--- config.mk ---
export PLATFORM = sky130hd
export DESIGN_NAME = cactus_scheduler
export DESIGN_NICKNAME = d
export VERILOG_FILES = /design/src/rtl/cactus_scheduler_pkg.sv /design/src/rtl/cactus_scheduler_period_calc.sv /design/src/rtl/cactus_scheduler.sv
export SDC_FILE = /design/constraint.sdc
export NUM_CORES = 1
export LEC_CHECK = 0
export CAP_MARGIN = 10
export CORE_AREA = 2 2 95 97
export CTS_CLUSTER_SIZE = 24
export DETAILED_ROUTE_END_ITERATION = 16
export DIE_AREA = 0 0 97 99
export DONT_BUFFER_PORTS = 1
export PLACE_DENSITY = 0.82
export SLEW_MARGIN = 40
export SYNTH_ARGS = -nofsm -noshare
export SYNTH_HDL_FRONTEND = slang
export SYNTH_SLANG_ARGS = --single-unit
--- constraint.sdc ---
create_clock -name clk -period 10.1 [get_ports clk]
set_input_delay 1.515 -clock clk [delete_from_list [all_inputs] [get_ports clk]]
set_output_delay 1.515 -clock clk [all_outputs]
set_load 0.02 [all_outputs]
--- src/rtl/cactus_scheduler_pkg.sv ---
// Shared game package: top-level game state, scheduler FSM encoding and
// defaults that the cactus mover and the scheduler must agree on.
package cactus_scheduler_pkg;

  typedef enum logic [1:0] {
    IDLE = 2'd0,
    RUN  = 2'd1,
    WIN  = 2'd2,
    OVER = 2'd3
  } state_t;

  typedef enum logic [2:0] {
    S_IDLE      = 3'd0,
    S_COUNT     = 3'd1,
    S_STEP      = 3'd2,
    S_WAIT_DRAW = 3'd3,
    S_HALT      = 3'd4
  } sched_state_t;

  localparam int unsigned DEF_WRAP_PIXEL  = 321;
  localparam int unsigned DEF_BASE_PERIOD = 60000;

endpackage

--- src/rtl/cactus_scheduler_period_calc.sv ---
// Step period from speed level: max(BASE - level*DEC, MIN), clamped before
// the subtraction can wrap.
module period_calc #(
  parameter int unsigned BASE_PERIOD = 60000,
  parameter int unsigned PERIOD_DEC  = 5000,
  parameter int unsigned MIN_PERIOD  = 20000
) (
  input  logic [2:0]  speed_level,
  output logic [31:0] period
);

  logic [31:0] dec;

  // Clamp decides on the decrement before subtracting, so no underflow.
  always_comb begin
    dec = {29'd0, speed_level} * PERIOD_DEC;
    if ((BASE_PERIOD <= MIN_PERIOD) || (dec >= (BASE_PERIOD - MIN_PERIOD))) begin
      period = MIN_PERIOD;
    end else begin
      period = BASE_PERIOD - dec;
    end
  end

endmodule

--- src/rtl/cactus_scheduler.sv ---
// Cactus-movement scheduler: paces step strobes, waits for redraw, counts
// passed cacti, raises speed and the win request.
//
// state        | meaning
// S_IDLE       | game not running; counters, score, level, win cleared
// S_COUNT      | counting the step period
// S_STEP       | one-cycle step strobe (and spawn on wrap)
// S_WAIT_DRAW  | waiting for draw_done or the redraw timeout
// S_HALT       | game won/over; everything frozen
module cactus_scheduler
  import cactus_scheduler_pkg::*;
#(
  parameter int unsigned BASE_PERIOD  = DEF_BASE_PERIOD,
  parameter int unsigned PERIOD_DEC   = 5000,
  parameter int unsigned MIN_PERIOD   = 20000,
  parameter int unsigned LEVEL_EVERY  = 4,
  parameter int unsigned WIN_COUNT    = 50,
  parameter int unsigned WRAP_PIXEL   = DEF_WRAP_PIXEL,
  parameter int unsigned DRAW_TIMEOUT = 1024
) (
  input  logic       clk,
  input  logic       rst,
  input  state_t     game_state,
  input  logic [8:0] cactus_pixel,
  input  logic       draw_done,
  output logic       step_en,
  output logic       spawn,
  output logic [2:0] speed_level,
  output logic [7:0] passed_count,
  output logic       win_req,
  output logic       busy
);

  sched_state_t state_q, state_d;
  logic [31:0]  cnt_q, cnt_d;
  logic [31:0]  tcnt_q, tcnt_d;
  logic [2:0]   level_q, level_d;
  logic [7:0]   passed_q, passed_d;
  logic         win_q, win_d;

  logic [31:0]  period;
  logic         wrap;
  logic [7:0]   passed_inc;

  period_calc #(
    .BASE_PERIOD (BASE_PERIOD),
    .PERIOD_DEC  (PERIOD_DEC),
    .MIN_PERIOD  (MIN_PERIOD)
  ) u_period_calc (
    .speed_level (level_q),
    .period      (period)
  );

  assign wrap       = ({23'd0, cactus_pixel} == WRAP_PIXEL);
  assign passed_inc = (passed_q == 8'hFF) ? 8'hFF : passed_q + 8'd1;

  // Next-state and counter logic; game_state overrides are applied last so
  // they win over any internal transition.
  always_comb begin
    state_d  = state_q;
    cnt_d    = cnt_q;
    tcnt_d   = tcnt_q;
    level_d  = level_q;
    passed_d = passed_q;
    win_d    = win_q;

    case (state_q)
      S_IDLE: begin
        cnt_d    = '0;
        tcnt_d   = '0;
        level_d  = '0;
        passed_d = '0;
        win_d    = 1'b0;
        if (game_state == RUN) state_d = S_COUNT;
      end
      S_COUNT: begin
        if (cnt_q == period - 32'd1) begin
          cnt_d   = '0;
          state_d = S_STEP;
        end else begin
          cnt_d = cnt_q + 32'd1;
        end
      end
      S_STEP: begin
        state_d = S_WAIT_DRAW;
        if (wrap) begin
          passed_d = passed_inc;
          if ((passed_inc != 8'd0) && (({24'd0, passed_inc} % LEVEL_EVERY) == 32'd0)
              && (level_q != 3'd7)) begin
            level_d = level_q + 3'd1;
          end
          if ({24'd0, passed_inc} == WIN_COUNT) win_d = 1'b1;
        end
      end
      S_WAIT_DRAW: begin
        if (draw_done || (tcnt_q == DRAW_TIMEOUT - 32'd1)) begin
          tcnt_d  = '0;
          state_d = S_COUNT;
        end else begin
          tcnt_d = tcnt_q + 32'd1;
        end
      end
      S_HALT: begin
        if (game_state == RUN) begin
          cnt_d   = '0;
          tcnt_d  = '0;
          state_d = S_COUNT;
        end
      end
      default: state_d = S_IDLE;
    endcase

    case (game_state)
      IDLE: begin
        state_d  = S_IDLE;
        cnt_d    = '0;
        tcnt_d   = '0;
        level_d  = '0;
        passed_d = '0;
        win_d    = 1'b0;
      end
      WIN, OVER: begin
        state_d  = S_HALT;
        cnt_d    = cnt_q;
        tcnt_d   = tcnt_q;
        level_d  = level_q;
        passed_d = passed_q;
        win_d    = win_q;
      end
      default: ;
    endcase
  end

  // State and counter registers.
  always_ff @(posedge clk or posedge rst) begin
    if (rst) begin
      state_q  <= S_IDLE;
      cnt_q    <= '0;
      tcnt_q   <= '0;
      level_q  <= '0;
      passed_q <= '0;
      win_q    <= 1'b0;
    end else begin
      state_q  <= state_d;
      cnt_q    <= cnt_d;
      tcnt_q   <= tcnt_d;
      level_q  <= level_d;
      passed_q <= passed_d;
      win_q    <= win_d;
    end
  end

  assign step_en      = (state_q == S_STEP);
  assign spawn        = step_en && wrap;
  assign busy         = (state_q == S_WAIT_DRAW);
  assign speed_level  = level_q;
  assign passed_count = passed_q;
  assign win_req      = win_q;

endmodule

After elaboration in Yosys (flattened, before gate mapping)
Cells that the tools add are included.
{"block": "classes", "add_sub_neg": 6, "mul": 1, "magnitude_cmp": 1, "eq_ne": 20, "mux": 25, "bitwise": 1, "n_reduce_logical": 19}
{"op": "one-hot mux 32 bit (3 select lines)", "n": 2}
{"op": "two-way mux 32 bit", "n": 4}
{"op": "one-hot mux 32 bit (2 select lines)", "n": 2}
{"op": "adder 32 x 1 -> 32 bit, second input constant", "n": 2}
{"op": "== test 32 x 10 -> 1 bit, second input constant", "n": 1}
{"op": "== test 32 bit", "n": 1}
{"op": "logical NOT 32 bit", "n": 1}
{"op": "one-hot mux 8 bit (2 select lines)", "n": 2}
{"op": "subtractor 32 x 1 -> 32 bit, second input constant", "n": 1}
{"op": "one-hot mux 3 bit (2 select lines)", "n": 3}
{"op": "subtractor 16 x 16 -> 17 bit, first input constant", "n": 1}
{"op": ">= comparator 16 bit, second input constant", "n": 1}
{"op": "two-way mux 8 bit", "n": 2}
{"op": "two-way mux 3 bit", "n": 5}
{"op": "multiplier 3 x 10 -> 13 bit, second input constant", "n": 1}
{"op": "one-hot mux 3 bit (4 select lines)", "n": 1}
{"op": "AND reduction 3 bit", "n": 4}
{"op": "== test 9 bit, second input constant", "n": 1}
{"op": "!= test 3 x 1 -> 1 bit, second input constant", "n": 3}
{"op": "adder 8 x 1 -> 8 bit, second input constant", "n": 1}
{"op": "== test 8 x 6 -> 1 bit, second input constant", "n": 1}
{"op": "== test 8 bit, second input constant", "n": 1}
{"op": "!= test 4 x 1 -> 1 bit, second input constant", "n": 2}
{"op": "AND reduction 4 bit", "n": 2}
{"op": "other kinds (19)", "n": 28}
{"block": "totals", "reg_bits": 79, "input_bits": 14, "output_inout_bits": 15, "word_cells": 79}

Logic depth before layout (Yosys ltp)
{"block": "depth", "ltp_word": 9, "depth_mapped": 18, "depth_no_buf": 15}

Modules after synthesis
A second synthesis with hierarchy kept.
{"block": "hier_totals", "cells_unflattened": 816, "hier_area_um2": 6580.1}
{"module": "cactus_scheduler", "n_inst": 1, "cells_per_inst": 717, "area_per_inst_um2": 5851.9, "seq_area_each_um2": 1976.9}
{"module": "period_calc", "n_inst": 1, "cells_per_inst": 99, "area_per_inst_um2": 728.2, "seq_area_each_um2": 0.0}

Worst setup path before layout
No wires, ideal clock.
{"block": "synth_timing", "path_kind": "reg2reg", "startpoint": "reg level_q[1] (netlist: speed_level[1])", "endpoint": "reg cnt_q[0]", "setup_ns": 0.125, "arrival_time_ns": 4.404, "t_required_ns": 9.975, "path_slack_ns": 5.571, "path_stages_with_launch": 18, "n_path_buf": 3, "period_less_slack_ns": 4.529, "cell_sequence": "dfrtp_1 > buf_2 > inv_1 > fa_1 > inv_1 > ha_1 > fa_1 > xnor2_2 > or2_1 > o21ai_1 > and3_1 > or4_1 > or4_1 > nor3_2 > a21oi_2 > buf_6 > buf_6 > mux2_2"}
{"block": "synth_between", "elab_chain_len": 8, "elab_cells_between_ends": 9, "classes_between": "add/sub (2); mul (1); order compare (1); eq/ne (1); mux (4)"}
{"element": "start, declared", "line": "cactus_scheduler.sv:37", "source": "logic [2:0] level_q, level_d;"}
{"element": "start signal, assigned", "line": "cactus_scheduler.sv:147", "source": "level_q <= level_d;"}
{"element": "multiplier 3 x 10 -> 13 bit *", "line": "cactus_scheduler_period_calc.sv:16", "source": "dec = {29'd0, speed_level} * PERIOD_DEC;"}
{"element": "subtractor 16 x 16 -> 17 bit / >= comparator 16 bit (equally long branches)", "line": "cactus_scheduler_period_calc.sv:20, cactus_scheduler_period_calc.sv:17"}
{"element": "two-way mux 32 bit *", "line": "cactus_scheduler_period_calc.sv:17", "source": "if ((BASE_PERIOD <= MIN_PERIOD) || (dec >= (BASE_PERIOD - MIN_PERIOD))) begin"}
{"element": "subtractor 32 x 1 -> 32 bit *", "line": "cactus_scheduler.sv:77", "source": "if (cnt_q == period - 32'd1) begin"}
{"element": "== test 32 bit *", "line": "cactus_scheduler.sv:77"}
{"element": "two-way mux 32 bit *", "line": "cactus_scheduler.sv:77"}
{"element": "one-hot mux 32 bit (3 select lines) *", "line": "cactus_scheduler.sv:67", "source": "case (state_q)"}
{"element": "one-hot mux 32 bit (2 select lines) *", "line": "cactus_scheduler.sv:113", "source": "case (game_state)"}
{"element": "end signal, assigned", "line": "cactus_scheduler.sv:145", "source": "cnt_q <= cnt_d;"}
{"element": "end, declared", "line": "cactus_scheduler.sv:35", "source": "logic [31:0] cnt_q, cnt_d;"}
Every way passes the cells marked *; elsewhere a longest branch is shown, timed or not.
A chain may end at the register's enable or synchronous reset.

Worst setup path in the final report
{"block": "layout_timing", "startpoint": "reg level_q[1] (netlist: speed_level[1])", "endpoint": "reg cnt_q[14]"}
The elaborated chain is that of the path after synthesis.

==> run metrics <==
largest net degree at the start of global routing=80; CP max stage delay=0.79 ns; io pins=29; clock sink total=79; Critical Path Slowest Stage Cell=dfrtp_1; Num CTS Buffers=9; Slew Limit Fails=0; DRC viols=0; Slew HR=a little under half; worst hold path class=register to register; top routing layer in use=met4; critical path arrival=5.63 ns; Vias per Instance=6.491; H-tree depth=3; Clock Path Buffers=2; setup TNS=0 ns; routed vias=4972; RSZ-0062 raised after global routing=false; cell count after synthesis=674; Core ar.=approximately 8600 µm²; Max Cap Viol=0; hold_buf cts=0; CP Launch Type=register; Ys Warns=0; met1 WL=5.808 mm; Post-synth top flop=dfrtp_1; Root Driver=clkbuf_8; drt first pass iters=7; crit path max fanout=56; clk slew on worst S/H paths=0.08 ns; final setup violating endpoints=0; DIE HEIGHT=99 µm; register area share after synthesis=35.10%; die area=9603 µm²; crit-path cells=inv_1 -> fa_1 -> inv_1 -> ha_1 -> fa_1 -> xnor2_2 -> o21ba_2 -> nor3_1 -> xnor3_1 -> or3b_2 -> a31oi_1 -> nor3_2 -> a21oi_4 -> buf_4 -> o21ai_0 -> a31oi_1; status=completed; cell family with most CP delay=adder cells; PortBufs=0; final hold violations=0; Layout Nets=684; routed wl met2=6.369 mm; layout cells sized above 1=between 6 and 7%; fin area=~5800 µm²; Least-Margin Pin Slew=0.8223 ns; DP Wirelength=9.104 mm; syn_nets=704; antenna cells=0; Worst-Skew Late Latency=between 0.3 and 0.4 ns; number of global-route vias before repair=4789; critical path endpoint category=register; # resized after CTS=0; initial antenna violation count=0; global-route wire length before repair=about 22 mm; PwrDens=99.45 nW/µm²; Setup Buffers After CTS=0; Initial Util=65.88%; Area Overhead vs Synth=3.399%; commonest non-fill, non-tap cell in the layout=dfrtp_1; CTS tree=yes; Overflow after GRT=0; Clock Skew=0.01621 ns; final wirelength=12.99 mm; ratio of final minimum period to clock period=53.10%; Distinct cells, synth=73; RePlAce Congestion=0.9634; Setup CP Type=register to register; most frequent cells in the layout=dfrtp_1, nor2_1, nand2_1, nand3_1, o21ai_0; maximum clock rate=186.5 MHz; post-route antenna net violation count=0; register bit count reported by yosys=79; Syn Std Cell Area=5633 µm²; row cnt=34; drt initial violations=359; DR WL/cell=roughly 17 µm; final core occ=68.12%; post-synthesis async set-or-reset flop share=100.0%; met3 WL=626 µm; DP Area=5628 µm²; VDD IR max=approximately 0.000089 V; Period minus WS final=5.363 ns; Critical path buffers and inverters=3; GRT Util Overall=27.06%; Critical Path RT=10.36 ns; die width=between 90 and 100 µm; Avg Cell Area, Syn=8.357 µm²; P_leak=~0.0025 µW; number of synthesized flops with an enable pin=0
[logic make-up after synthesis]
| group | synth area share (%) |
|---|---|
| adders and majority gates | 3.954 |
| other | 0.1333 |
| and+or+nand+nor | 29.08 |
| xor gates and xnor gates | 8.530 |
| DFF | 35.10 |
| AOI/OAI and AO/OA | 17.53 |
| muxes | 0.7552 |
| buffers and inverters | 4.931 |
[stage by stage]
step	hold WS [ns]	worst slack, ns	power, µW	instances
2_1_floorplan	0.4607	5.571	344.7	674
3_3_place_gp	0.4861	4.686	348.6	751
3_5_place_dp	0.4925	4.830	349.3	751
4_1_cts	0.5066	4.807	582.8	766
5_1_grt	0.5208	4.467	597.9	766
6_report	0.5086	4.737	579.2	766
[sequential cells by signal, summed over array words and instances (netlist names)]
name,count
passed_count,8
state_q,3
speed_level,3
win_req,1
cnt_q,32
tcnt_q,32
[synth_stat cells, drive strengths merged (21+ instances only)]
cell type	instances	share of area [%]
inv	23	1.5
xnor2	24	3.9
dfrtp	79	35
o21ai	39	3.5
clkbuf	22	1.5
xor2	24	3.9
a31oi	21	2.3
a21oi	35	3.3
nand2	52	3.5
nor2	75	5.0
nand3	44	3.9
and3	24	2.7
[final timing paths]
kind / depth (start not counted) / endpoint / start / slack (ns)
setup reg to reg: 16 / cnt_q[14] / speed_level[1] / 4.74
hold / removal: 1 / tcnt_q[4] / tcnt_q[4] / 0.51
hold reg to reg: 1 / tcnt_q[4] / tcnt_q[4] / 0.51
min in group asynchronous: 2 / cnt_q[30] / rst / 1.21
max in group asynchronous: 2 / speed_level[0] / rst / 8.30
setup / recovery: 16 / cnt_q[14] / speed_level[1] / 4.74
[cell type report]
type / count / area, µm²
clock buffer: 10 / 137.6
clock inverter: 5 / 58.81
fill: 699 / 2726
inverter: 23 / 87.58
multi-input combinational: 536 / 3386
sequential: 79 / 1978
tap: 108 / 135.1
timing repair buffer: 5 / 41.29
[where the power goes]
group	switching [µW]	total (µW)	leakage (µW)	internal, µW
Clock	116	236	0.0000944	120
Combinational	18.5	25.1	0.00130	6.58
Sequential	1.44	318	0.00110	317
[layer usage]
metal / track usage (%) / vias to the layer above
li1: - / 2387
met2: 46.26 / 133
met3: 4.043 / 22
met4: 8.559 / 0
met1: 35.78 / 2430
met5: 0 / -
Note: power is estimated with default switching activity, not from simulation.
